==> config.mk <==
export PLATFORM = sky130hd
export DESIGN_NAME = hazard_scoreboard
export DESIGN_NICKNAME = d
export VERILOG_FILES = /design/src/rtl/hazard_scoreboard.sv
export SDC_FILE = /design/constraint.sdc
export NUM_CORES = 1
export LEC_CHECK = 0
export BUFFER_PORTS_ARGS = -buffer_cell sky130_fd_sc_hd__buf_2
export CAP_MARGIN = 20
export CORE_UTILIZATION = 60
export CTS_BUF_LIST = sky130_fd_sc_hd__clkbuf_4
export CTS_CLUSTER_SIZE = 28
export DETAILED_ROUTE_END_ITERATION = 10
export GPL_ROUTABILITY_DRIVEN = 0
export PLACE_DENSITY = 0.77
export SLEW_MARGIN = 20
export SYNTH_ARGS = -nofsm -noshare
export SYNTH_HDL_FRONTEND = slang
export SYNTH_SLANG_ARGS = --single-unit
==> constraint.sdc <==
create_clock -name clk -period 10.2 [get_ports clk]
set_input_delay 2.04 -clock clk [delete_from_list [all_inputs] [get_ports clk]]
set_output_delay 2.04 -clock clk [all_outputs]
set_load 0.03 [all_outputs]
==> src/rtl/hazard_scoreboard.sv <==
// hazard_scoreboard: decode-stage register-hazard tracker for a 5-stage MIPS pipeline.
// Keeps a remaining-latency counter for every GPR (1..31) plus HI (32) and LO (33).
// From these counters it reports whether decode must stall and how many cycles the stall lasts.
// A one-deep record of the last issue lets a branch squash undo that issue's writes.
module hazard_scoreboard #(
  parameter int LAT_W   = 3,
  parameter bit HILO_EN = 1'b1
) (
  input  logic             clk,
  input  logic             rst,
  input  logic             issue_valid,
  input  logic             issue_we,
  input  logic [4:0]       issue_dst,
  input  logic             issue_hi,
  input  logic             issue_lo,
  input  logic [LAT_W-1:0] issue_lat,
  input  logic [4:0]       src1,
  input  logic             src1_used,
  input  logic [4:0]       src2,
  input  logic             src2_used,
  input  logic             src_hi,
  input  logic             src_lo,
  input  logic             flush,
  output logic             hazard,
  output logic [LAT_W-1:0] hazard_amt,
  output logic [33:0]      pending,
  output logic             idle
);

  localparam int NUM_ENT = 34;
  localparam int NUM_GPR = 32;
  localparam int HI_IDX  = 32;
  localparam int LO_IDX  = 33;

  typedef logic [LAT_W-1:0] cnt_t;

  // One cycle of elapsed time, never going below zero.
  function automatic cnt_t dec_sat(input cnt_t v);
    return (v != '0) ? v - cnt_t'(1) : '0;
  endfunction

  // Two cycles of elapsed time, never going below zero.
  function automatic cnt_t sub2_sat(input cnt_t v);
    return (v > cnt_t'(1)) ? v - cnt_t'(2) : '0;
  endfunction

  function automatic cnt_t max_cnt(input cnt_t a, input cnt_t b);
    return (a > b) ? a : b;
  endfunction

  // Architectural state: per-entry remaining latency.
  cnt_t cnt_q [NUM_ENT];
  cnt_t cnt_d [NUM_ENT];

  // Record of the previous cycle's issue, used to undo it on a squash.
  logic               rec_valid_q, rec_valid_d;
  logic [NUM_ENT-1:0] rec_mask_q,  rec_mask_d;
  cnt_t               rec_old_q [NUM_ENT];
  cnt_t               rec_old_d [NUM_ENT];

  logic               idle_q, idle_d;

  logic [NUM_ENT-1:0] wr_mask;
  logic [NUM_ENT-1:0] pending_d;
  cnt_t               query_amt;

  // Entries the current issue would write; GPR 0 and zero latency never load.
  always_comb begin
    // NOTE: every always_comb output gets a default before any branch, so no path can leave it holding its old value (a latch).
    wr_mask = '0;
    if (issue_valid && !flush && issue_lat != '0) begin
      for (int i = 1; i < NUM_GPR; i++) begin
        if (issue_we && issue_dst == 5'(i)) wr_mask[i] = 1'b1;
      end
      if (HILO_EN) begin
        wr_mask[HI_IDX] = issue_hi;
        wr_mask[LO_IDX] = issue_lo;
      end
    end
  end

  // Counter next state: a squash restores, otherwise a load wins, otherwise decrement.
  always_comb begin
    for (int i = 0; i < NUM_ENT; i++) begin
      cnt_d[i] = dec_sat(cnt_q[i]);
      if (flush) begin
        if (rec_valid_q && rec_mask_q[i]) cnt_d[i] = sub2_sat(rec_old_q[i]);
      end else if (wr_mask[i]) begin
        cnt_d[i] = issue_lat;
      end
      if (!HILO_EN && i >= HI_IDX) cnt_d[i] = '0;
    end
  end

  // Issue record next state: remembers the pre-issue counters of a surviving issue.
  always_comb begin
    rec_valid_d = issue_valid && !flush;
    rec_mask_d  = wr_mask;
    for (int i = 0; i < NUM_ENT; i++) rec_old_d[i] = cnt_q[i];
  end

  // Idle looks ahead at the next-state counters, so it is correct in the cycle after each edge.
  always_comb begin
    for (int i = 0; i < NUM_ENT; i++) pending_d[i] = (cnt_d[i] != '0);
    idle_d = ~|pending_d;
  end

  // Hazard query over the relevant sources, taken from current state only.
  always_comb begin
    query_amt = '0;
    if (src1_used && src1 != 5'd0) query_amt = max_cnt(query_amt, cnt_q[src1]);
    if (src2_used && src2 != 5'd0) query_amt = max_cnt(query_amt, cnt_q[src2]);
    if (HILO_EN && src_hi)         query_amt = max_cnt(query_amt, cnt_q[HI_IDX]);
    if (HILO_EN && src_lo)         query_amt = max_cnt(query_amt, cnt_q[LO_IDX]);
  end

  // Per-entry busy flags straight from the counters.
  always_comb begin
    for (int i = 0; i < NUM_ENT; i++) pending[i] = (cnt_q[i] != '0);
  end

  assign hazard     = (query_amt != '0);
  assign hazard_amt = query_amt;
  assign idle       = idle_q;

  // Counters, record control and idle; reset discards all tracked writes.
  always_ff @(posedge clk) begin
    // NOTE: state is updated with <= so every flop samples the pre-edge values; a blocking = here would create order-dependent logic.
    if (rst) begin
      for (int i = 0; i < NUM_ENT; i++) cnt_q[i] <= '0;
      rec_valid_q <= 1'b0;
      rec_mask_q  <= '0;
      idle_q      <= 1'b1;
    end else begin
      for (int i = 0; i < NUM_ENT; i++) cnt_q[i] <= cnt_d[i];
      rec_valid_q <= rec_valid_d;
      rec_mask_q  <= rec_mask_d;
      idle_q      <= idle_d;
    end
  end

  // Saved pre-issue values.
  always_ff @(posedge clk) begin
    // NOTE: this array is deliberately not reset; it is only read under rec_valid_q, which reset clears.
    for (int i = 0; i < NUM_ENT; i++) rec_old_q[i] <= rec_old_d[i];
  end

endmodule

# [After elaboration in Yosys (flattened, before gate mapping)]
# Memory sizes are Yosys's and may differ from the RTL's.
# Cells that the tools add are included.
[op_classes] n_addsub=68 magnitude_cmp=38 eq_ne=31 n_mux=246 bitwise_logic=34 n_reduce_logical=144
[ops] cell="3-bit two-way mux" count=211
[ops] cell="3-bit nonzero test" count=70
[ops] cell="3-bit by 1-bit > comparator with 1-bit output (second input constant)" count=34
[ops] cell="3-bit by 1-bit subtractor with 3-bit output (second input constant)" count=34
[ops] cell="3-bit by 2-bit subtractor with 3-bit output (second input constant)" count=34
[ops] cell="5-bit equality test (second input constant)" count=16
[ops] cell="1-bit logical AND" count=69
[ops] cell="5-bit by 4-bit equality test with 1-bit output (second input constant)" count=8
[ops] cell="1-bit two-way mux" count=34
[ops] cell="1-bit bitwise OR" count=34
[ops] cell="34-bit OR reduction" count=1
[ops] cell="33-bit two-way mux" count=1
[ops] cell="5-bit by 3-bit equality test with 1-bit output (second input constant)" count=4
[ops] cell="5-bit by 2-bit equality test with 1-bit output (second input constant)" count=2
[ops] cell="5-bit nonzero test" count=2
[ops] cell="3-bit > comparator" count=3
[ops] cell="5-bit by 1-bit equality test with 1-bit output (second input constant)" count=1
[ops] cell="1-bit by 3-bit > comparator with 1-bit output (first input constant)" count=1
[ops] cell="1-bit logical NOT" count=2
[word_totals] reg_bits=36 mem_bits_rw=204 out_inout_bits=39 n_memories=2
[mem_list] memory="cnt_q" depth=34 word_bits=3 read_ports=36 rd_ports_with_merged_regs=0 write_ports=34 line_no="52" source="cnt_t cnt_q [NUM_ENT];"
[mem_list] memory="rec_old_q" depth=34 word_bits=3 read_ports=34 rd_ports_with_merged_regs=0 write_ports=34 line_no="58" source="cnt_t rec_old_q [NUM_ENT];"

# [Depth between registers and ports, before layout]
# Gate-level depths: netlist of run 1.
# An unclocked memory read counts as a cell.
[depth] ltp_word=14 mapped_depth=30 mapped_depth_nobuf=28

# [Least setup slack after synthesis of run 1]
# No wires, ideal clock.
[synth_timing] path_kind="input port to output port" start="input port src2[0]" end="output port hazard" t_arrival_ns=8.041 required_time_ns=8.160 slack_ns=0.119 stages=28 path_buffers=3 path_cell_list="buf_2 > buf_2 > buf_2 > mux4_2 > mux4_2 > mux2i_1 > ha_1 > nor2b_1 > o21ai_0 > nand2b_1 > a21o_1 > o21ai_0 > ha_1 > nor2b_1 > o21ai_0 > nand3b_1 > and2_1 > inv_1 > nor2_1 > a21oi_1 > ha_1 > nor2b_1 > o21a_1 > o21ai_0 > nand2_1 > a31oi_1 > o21ai_0 > nand4bb_1"
[synth_via] elab_chain_len=11 word_cells_on_any_way=13
[synth_rtl] element="from (decl)" line_no="19" source="input logic [4:0] src2,"
[synth_rtl] element="memory read 34 x 3 bit"
[synth_rtl] element="3-bit > comparator" line_no="48" source="return (a > b) ? a : b;"
[synth_rtl] element="3-bit two-way mux" line_no="48"
[synth_rtl] element="3-bit two-way mux (*)" line_no="112" source="if (src2_used && src2 != 5'd0) query_amt = max_cnt(query_amt, cnt_q[src2]);"
[synth_rtl] element="3-bit > comparator" line_no="48"
[synth_rtl] element="3-bit two-way mux" line_no="48"
[synth_rtl] element="3-bit two-way mux (*)" line_no="113" source="if (HILO_EN && src_hi) query_amt = max_cnt(query_amt, cnt_q[HI_IDX]);"
[synth_rtl] element="3-bit > comparator" line_no="48"
[synth_rtl] element="3-bit two-way mux" line_no="48"
[synth_rtl] element="3-bit two-way mux (*)" line_no="114" source="if (HILO_EN && src_lo) query_amt = max_cnt(query_amt, cnt_q[LO_IDX]);"
[synth_rtl] element="named net hazard_amt[0]" line_no="25" source="output logic [LAT_W-1:0] hazard_amt,"
[synth_rtl] element="3-bit nonzero test (*)" line_no="122" source="assign hazard = (query_amt != '0);"
[synth_rtl] element="to (decl)" line_no="24" source="output logic hazard,"
# The timed path passes the listed nets; every way through them passes the cells marked *.

# [Final worst setup path of run 1]
[layout_timing] start="input port src2[0]" end="output port hazard"
[layout_via] elab_chain_len=11 word_cells_on_any_way=13
[layout_rtl] element="memory read 34 x 3 bit"
[layout_rtl] element="3-bit > comparator" line_no="48"
[layout_rtl] element="3-bit two-way mux" line_no="48"
[layout_rtl] element="3-bit two-way mux (*)" line_no="112"
[layout_rtl] element="3-bit > comparator" line_no="48"
[layout_rtl] element="3-bit two-way mux" line_no="48"
[layout_rtl] element="3-bit two-way mux (*)" line_no="113"
[layout_rtl] element="3-bit > comparator" line_no="48"
[layout_rtl] element="3-bit two-way mux" line_no="48"
[layout_rtl] element="3-bit two-way mux (*)" line_no="114"
[layout_rtl] element="3-bit nonzero test (*)" line_no="122"
# Mark *: on every way between the ends. The rest lies on a longest branch, timed or not.

==> results of run 1 <==
-- layer usage --
metal  track usage, %  wire (um)  vias up
met3             12.8       6650      249
met2             55.4      20100      867
met1             45.8      18100     6631
li1                 -          -     6440
met4             23.4       3120        4
met5                0         28        -
-- cell usage after synthesis (all sizes together), types with 14 or more instances --
master	count	area share, %
a2111oi	14	0.81
a211oi	28	1.4
a21oi	58	2.0
a221oi	19	1.1
a31oi	15	0.62
and2	76	3.1
buf	34	1.1
clkbuf	47	1.2
dfxtp	236	31
ha	141	12
inv	191	4.7
mux2	16	1.2
mux2i	51	3.4
mux4	51	7.6
nand2	144	3.6
nand3	37	1.2
nand4	20	0.83
nor2	139	3.4
nor2b	19	0.78
nor3	40	1.4
nor3b	16	0.79
nor4	43	2.3
o21ai	71	2.3
or2	28	1.2
-- worst max-delay path: cells and delay by family --
family          cells  cell delay [ps]
compound gates      9             1270
fa+ha+maj           3              680
mux                 3             1300
simple gates       10             1290
buf+inv             5             1080
-- cells by family (layout without fill, tap and decap cells) --
logic type / count (synthesis) / in the layout / synth area share [%]
multiplexers: 118 / 118 / 12.2
adder cells (fa/ha/maj): 141 / 141 / 11.6
AND/OR/NAND/NOR: 620 / 620 / 21.5
flip-flops: 236 / 236 / 31.2
buffers and inverters: 272 / 392 / 7.01
other: 0 / 6 / 0
AO/OA/AOI/OAI: 350 / 350 / 16.4
-- power by group --
group          switching, mW  internal (mW)  total (mW)
combinational          0.265          0.154       0.419
clock                  0.412          0.498       0.911
sequential            0.0548          0.958        1.01
total                  0.732           1.61        2.34
-- through the flow --
| stage | power, mW | setup slack, ps | hold WS, ps | instances |
|---|---|---|---|---|
| after floorplan | 1.30 | 119 | 361 | 1737 |
| after global placement | 1.42 | 323 | 393 | 2069 |
| after detailed placement | 1.43 | 154 | 389 | 2069 |
| after CTS | 2.34 | 151 | 378 | 2181 |
| after global routing | 2.44 | 0.836 | 403 | 2184 |
| final | 2.34 | 469 | 402 | 2187 |
-- final cells by class --
cell class | count | area [um^2] | area share (%)
Multi-Input combinational cell | 1229 | 9360 | 56.4
Sequential cell | 236 | 4730 | 28.5
Inverter | 191 | 717 | 4.32
Clock buffer | 94 | 706 | 4.25
Timing Repair Buffer | 89 | 515 | 3.11
Tap cell | 324 | 405 | 2.44
Clock inverter | 18 | 150 | 0.905
Antenna cell | 6 | 15.0 | 0.0905
-- sequential cells by signal (all words and copies together) (netlist names) --
register and cells:
cnt_q 102, rec_old_q 99, rec_mask_q 33, idle 1, rec_valid_q 1
-- path summary, 6_finish.rpt --
path | startpoint | to | slack (ps) | cells past startpoint
worst min-delay path | cnt_q[32][1] | rec_old_q[32][1] | 400 | 0
worst max register to register | rec_valid_q | idle | 5580 | 8
worst min register to register | cnt_q[32][1] | rec_old_q[32][1] | 400 | 0
worst max-delay path | src2[0] | hazard | 470 | 30
-- timing repair --
item,in CTS,in global routing
setup buffers,0,0
setup endpoints to repair,0,4
resized for setup,0,7
==> run summary, run 1 <==
status -> completed
Clock Skew -> 28.5 ps
Top cell by count, worst path -> o21ai_0
Synth warnings -> 0
unrepaired setup endpoints after global routing -> no
Seq/Total Area, Yosys -> 31.2%
CTS clk-pin slew, worst paths -> 60 ps
P per Cell Area -> 141 nW/um^2
Setup Viol. Count Final -> 0
Worst-Margin Slew -> 1240 ps
Port Buf Inserts -> 67
# fillers -> 1991
largest net degree at the start of global routing -> 80
num rows -> 57
die area -> 25900 um^2
VDD IR max -> 0.0000904 V
crit path launch type -> primary input
die span in x -> 161 um
crit path kind -> in -> out
Peak Freq -> 103 MHz
die height -> 161 um
setup_tns -> 0 ps
DR DRC count -> 0
Pre-antenna DRT Iters -> 6
ANT nets after route -> 0
Synth Instances -> 1737
Hold Buf Count CTS -> 0
crit path DAT -> 7690 ps
root buffer cell -> clkbuf_4
Post-synth top flop -> dfxtp_1
Netlist cell types -> 82
routed length per instance -> 22.0 um
CP peak stage delay -> 510 ps
Total Wirelength -> 48000 um
Seq cells post-synth -> 236
initial antenna violation count -> 7
detailed placement HPWL -> 35400 um
Final Cell Area -> 16600 um^2
nets -> 1983
clk sink count -> 236
fin crit period -> 9730 ps
most common cell after layout, fill and taps aside -> dfxtp_1
Core ar. -> 24500 um^2
Initial Util -> 61.7%
Iter 0 DRT Violations -> 1764
Max Root-Sink Buffers -> 3
Synth Area per Inst -> 8.72 um^2
num ports -> 68
max-cap viol count -> 0
P_leak -> 7.02 nW
gr ovfl total -> 0
hold crit path type -> reg -> reg
global-route wire length before repair -> 74300 um
CTS tree -> built
Fin. Hold Viols -> 0
Max Slew Vio Count -> 0
Req. time, crit path -> 8160 ps
TritonCTS buffer count -> 66
Vias/cell -> 6.49
Area growth syn-to-layout -> 9.57%
asr flop ratio synth -> 0%
Synth Net Count -> 1907
vias in the first global route -> 13582
total track usage -> 37.1%
crit-path max FO -> 20
Crit. End Element -> output pin
relative slew slack -> 16.6%
final cell utilization of the core -> 67.6%
vias after detailed routing -> 14191
DP Area -> 15700 um^2
Syn Std Cell Area -> 15100 um^2
cell at the slowest stage of the critical path -> mux4_2
number of synthesized flops with an enable pin -> 0
layout cells sized above 1 -> 16.5%
final period utilization -> 95.4%
H-tree levels -> 3
Worst-Skew Late Latency -> 700 ps
most frequent cells in the layout -> dfxtp_1 (235), inv_1 (190), nand2_1 (144)
(Power assumes the default switching activity.)
==> inputs of run 2 (changes only) <==
--- a/config.mk
+++ b/config.mk
@@ -7,12 +7,14 @@
 export LEC_CHECK = 0
 export BUFFER_PORTS_ARGS = -buffer_cell sky130_fd_sc_hd__buf_2
 export CAP_MARGIN = 20
-export CORE_UTILIZATION = 60
+export CELL_PAD_IN_SITES_DETAIL_PLACEMENT = 1
+export CELL_PAD_IN_SITES_GLOBAL_PLACEMENT = 2
+export CORE_UTILIZATION = 40
 export CTS_BUF_LIST = sky130_fd_sc_hd__clkbuf_4
 export CTS_CLUSTER_SIZE = 28
 export DETAILED_ROUTE_END_ITERATION = 10
 export GPL_ROUTABILITY_DRIVEN = 0
-export PLACE_DENSITY = 0.77
+export PLACE_DENSITY = 0.81
 export SLEW_MARGIN = 20
 export SYNTH_ARGS = -nofsm -noshare
 export SYNTH_HDL_FRONTEND = slang
==> run 2 against run 1 <==
Net effect: clock power grew 3.2%; register-to-register slack gained 230 ps; non-clock buffer count is the same; final area grew 1.7%; core utilization shrank 22 points; combinational power grew 4%; critical path depth grew 1; wire length grew 19%; critical path type unchanged; critical endpoint unchanged; largest cell class unchanged; highest routed layer unchanged.
==> run summary, run 2 (synthesized netlist as in run 1, its figures left out) <==
status -> completed
Final Cell Area -> 16900 um^2
root buffer cell -> clkbuf_4
Crit. End Element -> output pin
detailed placement HPWL -> 43800 um
CP peak stage delay -> 550 ps
vias in the first global route -> 14435
CTS tree -> built
H-tree levels -> 3
die area -> 38600 um^2
crit path kind -> in -> out
Vias/cell -> 5.94
TritonCTS buffer count -> 72
largest net degree at the start of global routing -> 57
Iter 0 DRT Violations -> 879
vias after detailed routing -> 14102
most frequent cells in the layout -> dfxtp_1 (235), inv_1 (188), nand2_1 (144)
Largest Register -> cnt_q
hold crit path type -> reg -> reg
Worst Slack Setup Final -> 444 ps
max-cap viol count -> 0
crit path launch type -> primary input
Req. time, crit path -> 8160 ps
crit path DAT -> 7720 ps
P per Cell Area -> 142 nW/um^2
total track usage -> 30.0%
Clock Skew -> 28.2 ps
num ports -> 68
cell at the slowest stage of the critical path -> mux4_2
final cell utilization of the core -> 45.7%
nets -> 1989
CTS clk-pin slew, worst paths -> 60 ps
Top cell by count, worst path -> nor2b_1
initial antenna violation count -> 9
Max Root-Sink Buffers -> 3
relative slew slack -> 28.1%
DR DRC count -> 0
Pre-antenna DRT Iters -> 5
Fin. Hold Viols -> 0
Port Buf Inserts -> 67
unrepaired setup endpoints after global routing -> no
Top Registers -> cnt_q x102, rec_old_q x99, rec_mask_q x33
setup_tns -> 0 ps
# fillers -> 4450
Hold WS -> 395 ps
P_leak -> 7.04 nW
global-route wire length before repair -> 87200 um
most common cell after layout, fill and taps aside -> dfxtp_1
crit-path max FO -> 14
Setup Viol. Count Final -> 0
VDD IR max -> 0.0000707 V
clk sink count -> 236
Area growth syn-to-layout -> 11.5%
final period utilization -> 95.6%
num rows -> 70
Peak Freq -> 103 MHz
fin crit period -> 9760 ps
Worst-Skew Late Latency -> 750 ps
gr ovfl total -> 0
die span in x -> 197 um
Worst-Margin Slew -> 1070 ps
Core ar. -> 37000 um^2
die height -> 197 um
Initial Util -> 41.0%
Place WS -> -96.1 ps
ANT nets after route -> 0
layout cells sized above 1 -> 17.0%
max reg flops -> 102
Max Slew Vio Count -> 0
DP Area -> 15900 um^2
Total Wirelength -> 57100 um
routed length per instance -> 24.0 um
==> run 2: layer usage <==
layer,part of all wire [%],global-route usage (%),wire [um],up-vias
met1,43,38.5,24700,7031
met2,46,49.0,26400,485
li1,-,-,-,6434
met5,0.047,0,27,-
met3,6.6,6.06,3800,148
met4,4.0,12.5,2260,4
==> run 2: worst max-delay path: cells and delay by family <==
kind | cells | cell delay [ps]
muxes | 2 | 820
adders and majority gates | 3 | 860
AOI/OAI and AO/OA | 11 | 1700
buffers and inverters | 4 | 820
and+or+nand+nor | 11 | 1470
==> run 2: per-stage QoR <==
stage,power (mW),cells
3_5_place_dp,1.46,2249
2_1_floorplan,1.30,1737
4_1_cts,2.41,2371
3_3_place_gp,1.45,2249
6_report,2.39,2376
5_1_grt,2.51,2374
==> run 2: cell type report <==
type	instances	area [um^2]	share of cell area, %
diodes	5	12.5	0.0741
clock buffers	99	743	4.40
clock inverters	23	145	0.860
inverters	191	717	4.25
multi-input cells	1229	9380	55.6
flip-flops and latches	236	4730	28.0
well taps	504	631	3.74
repair buffers	89	519	3.08
==> run 2: timing repair <==
| action | in CTS | in global routing |
|---|---|---|
| gates resized for setup | 2 | 8 |
| gates cloned | 0 | 0 |
| setup buffers | 0 | 0 |
| setup endpoints to repair | 1 | 4 |
| hold buffers | 0 | 0 |
==> run 2: final timing paths <==
path	startpoint	endpoint	slack [ps]	cells after the start
min	cnt_q[32][2]	rec_old_q[32][2]	390	0
max reg2reg	rec_valid_q	idle	5810	8
min reg2reg	cnt_q[32][2]	rec_old_q[32][2]	390	0
max	src2[1]	hazard	440	31
==> run 2: power breakdown <==
part / internal, mW / total [mW] / switching [mW] / leakage [nW]
clock network: 0.497 / 0.940 / 0.443 / 0.528
registers: 0.958 / 1.02 / 0.0575 / 1.93
logic: 0.156 / 0.436 / 0.280 / 4.58
==> inputs of run 3 (changes only) <==
--- a/config.mk
+++ b/config.mk
@@ -15,6 +15,7 @@
 export DETAILED_ROUTE_END_ITERATION = 10
 export GPL_ROUTABILITY_DRIVEN = 0
 export PLACE_DENSITY = 0.81
+export REMOVE_ABC_BUFFERS = 1
 export SLEW_MARGIN = 20
 export SYNTH_ARGS = -nofsm -noshare
 export SYNTH_HDL_FRONTEND = slang
==> run 3 against run 2 <==
Net effect: sequential power barely moved; via count fell by 0.71%; count of clock-buffer cells in the layout grew 6; global-route usage is 0.17 points higher; cell count did not move; clock power down 2.8%; setup slack got worse by 24 ps; register-to-register slack better by 300 ps; critical endpoint unchanged; flip-flop and latch count is the same; core utilization fell by 0.088 points; largest cell class unchanged; largest power group unchanged; power down 1.0%; wire length is 0.53% higher.
==> run summary, run 3 (synthesized netlist as in run 1, its figures left out) <==
CTS tree -> built
Fin. Hold Viols -> 0
root buffer cell -> clkbuf_4
routed length per instance -> 24.2 um
Top Registers -> cnt_q x102, rec_old_q x99, rec_mask_q x33
die span in x -> 197 um
DR DRC count -> 0
Iter 0 DRT Violations -> 966
layout cells sized above 1 -> 17.0%
detailed placement HPWL -> 43600 um
P_leak -> 7.04 nW
gr ovfl total -> 0
Place WS -> -75.7 ps
Total Wirelength -> 57400 um
vias in the first global route -> 14618
most frequent cells in the layout -> dfxtp_1 (235), inv_1 (190), nand2_1 (144)
Initial Util -> 41.0%
Final Cell Area -> 16800 um^2
Crit. End Element -> output pin
P per Cell Area -> 141 nW/um^2
Clock Skew -> 27.0 ps
worst hold path depth -> 0
Vias/cell -> 5.89
crit path launch type -> primary input
vias after detailed routing -> 14002
Area growth syn-to-layout -> 11.2%
ANT nets after route -> 0
Crit Reg-Reg Startpoint -> rec_valid_q
DP Area -> 16000 um^2
die height -> 197 um
final period utilization -> 95.9%
fin crit period -> 9780 ps
Port Buf Inserts -> 67
Setup Viol. Count Final -> 0
Max Slew Vio Count -> 0
Cell Int Power -> 1.58 mW
Max Root-Sink Buffers -> 3
Critical Path Start -> src1[3]
sequential share of power -> 42.8%
Worst-Skew Late Latency -> 750 ps
largest net degree at the start of global routing -> 79
Peak Freq -> 102 MHz
Switch Pwr -> 0.785 mW
Setup Buffers After CTS -> 0
most common cell after layout, fill and taps aside -> dfxtp_1
relative slew slack -> 27.0%
status -> completed
Core ar. -> 37000 um^2
TritonCTS buffer count -> 71
Switching Fraction -> 33.2%
die area -> 38600 um^2
RR Endpoint -> idle
r2r setup slk -> 6110 ps
max reg flops -> 102
Setup crit end -> hazard
global-route wire length before repair -> 87600 um
CP peak stage delay -> 480 ps
Pre-antenna DRT Iters -> 5
Req. time, crit path -> 8160 ps
nets -> 1991
total track usage -> 30.2%
num ports -> 68
num rows -> 70
initial antenna violation count -> 5
setup_tns -> 0 ps
Worst-Margin Slew -> 1090 ps
r2r worst-path depth -> 9
max-cap viol count -> 0
clk sink count -> 236
Worst Slack Setup Final -> 420 ps
unrepaired setup endpoints after global routing -> no
crit path DAT -> 7740 ps
crit-path max FO -> 16
VDD IR max -> 0.0000608 V
H-tree levels -> 3
cell at the slowest stage of the critical path -> mux4_2
crit path kind -> in -> out
logic gate share of total power -> 18.6%
Clk pwr share -> 38.6%
hold crit path type -> reg -> reg
final cell utilization of the core -> 45.6%
CTS clk-pin slew, worst paths -> 70 ps
Largest Register -> cnt_q
==> run 3: layer usage <==
| metal | share of wire [%] | vias to the layer above | global-route usage (%) |
|---|---|---|---|
| li1 | - | 6435 | - |
| met1 | 43 | 6959 | 38.0 |
| met2 | 45 | 474 | 48.3 |
| met3 | 6.5 | 134 | 5.75 |
| met4 | 5.0 | 0 | 17.1 |
| met5 | 0 | - | 0 |
==> run 3: timing repair <==
item                       CTS  global route
gates resized for setup      2             8
hold buffers                 0             0
setup endpoints to repair    1             4
==> run 3: worst min-delay path by stage <==
stage | from | to | slack, ps
finish | cnt_q[33][2] | rec_old_q[33][2] | 400
global placement | cnt_q[33][2] | rec_old_q[33][2] | 390
floorplan | cnt_q[28][1] | rec_old_q[28][1] | 360
global route | cnt_q[33][2] | rec_old_q[33][2] | 420
CTS | cnt_q[33][2] | rec_old_q[33][2] | 400
detailed placement | cnt_q[33][2] | rec_old_q[33][2] | 390
==> run 3: area by class of cell <==
type	count	area, um^2
clock buffer	105	788
inverter	191	717
timing repair buffer	92	544
fill	4514	20100
antenna	3	7.51
clock inverter	16	62.6
multi-input combinational	1229	9370
tap	504	631
sequential	236	4730
==> run 3: power by group through the flow <==
stage          logic, mW  registers (mW)  clock network (mW)
2_1_floorplan      0.270            1.00                   0
3_3_place_gp       0.419            1.03                   0
3_5_place_dp       0.433            1.03                   0
4_1_cts            0.435            1.01               0.943
5_1_grt            0.477            1.02               0.994
6_report           0.439            1.01               0.914
==> run 3: worst max-delay path: cells and delay by family <==
family                   cells  cell delay, ps
AND/OR/NAND/NOR             11            1530
buffers and inverters        4             860
adder cells (fa/ha/maj)      3             810
multiplexers                 2             840
AO/OA/AOI/OAI               10            1630
==> run 3: stage by stage <==
step | std cells | power, mW | hold WS [ps]
after floorplan | 1656 | 1.27 | 361
after global placement | 2252 | 1.45 | 392
after detailed placement | 2252 | 1.46 | 393
after CTS | 2373 | 2.39 | 402
after global routing | 2376 | 2.49 | 416
final | 2376 | 2.37 | 402
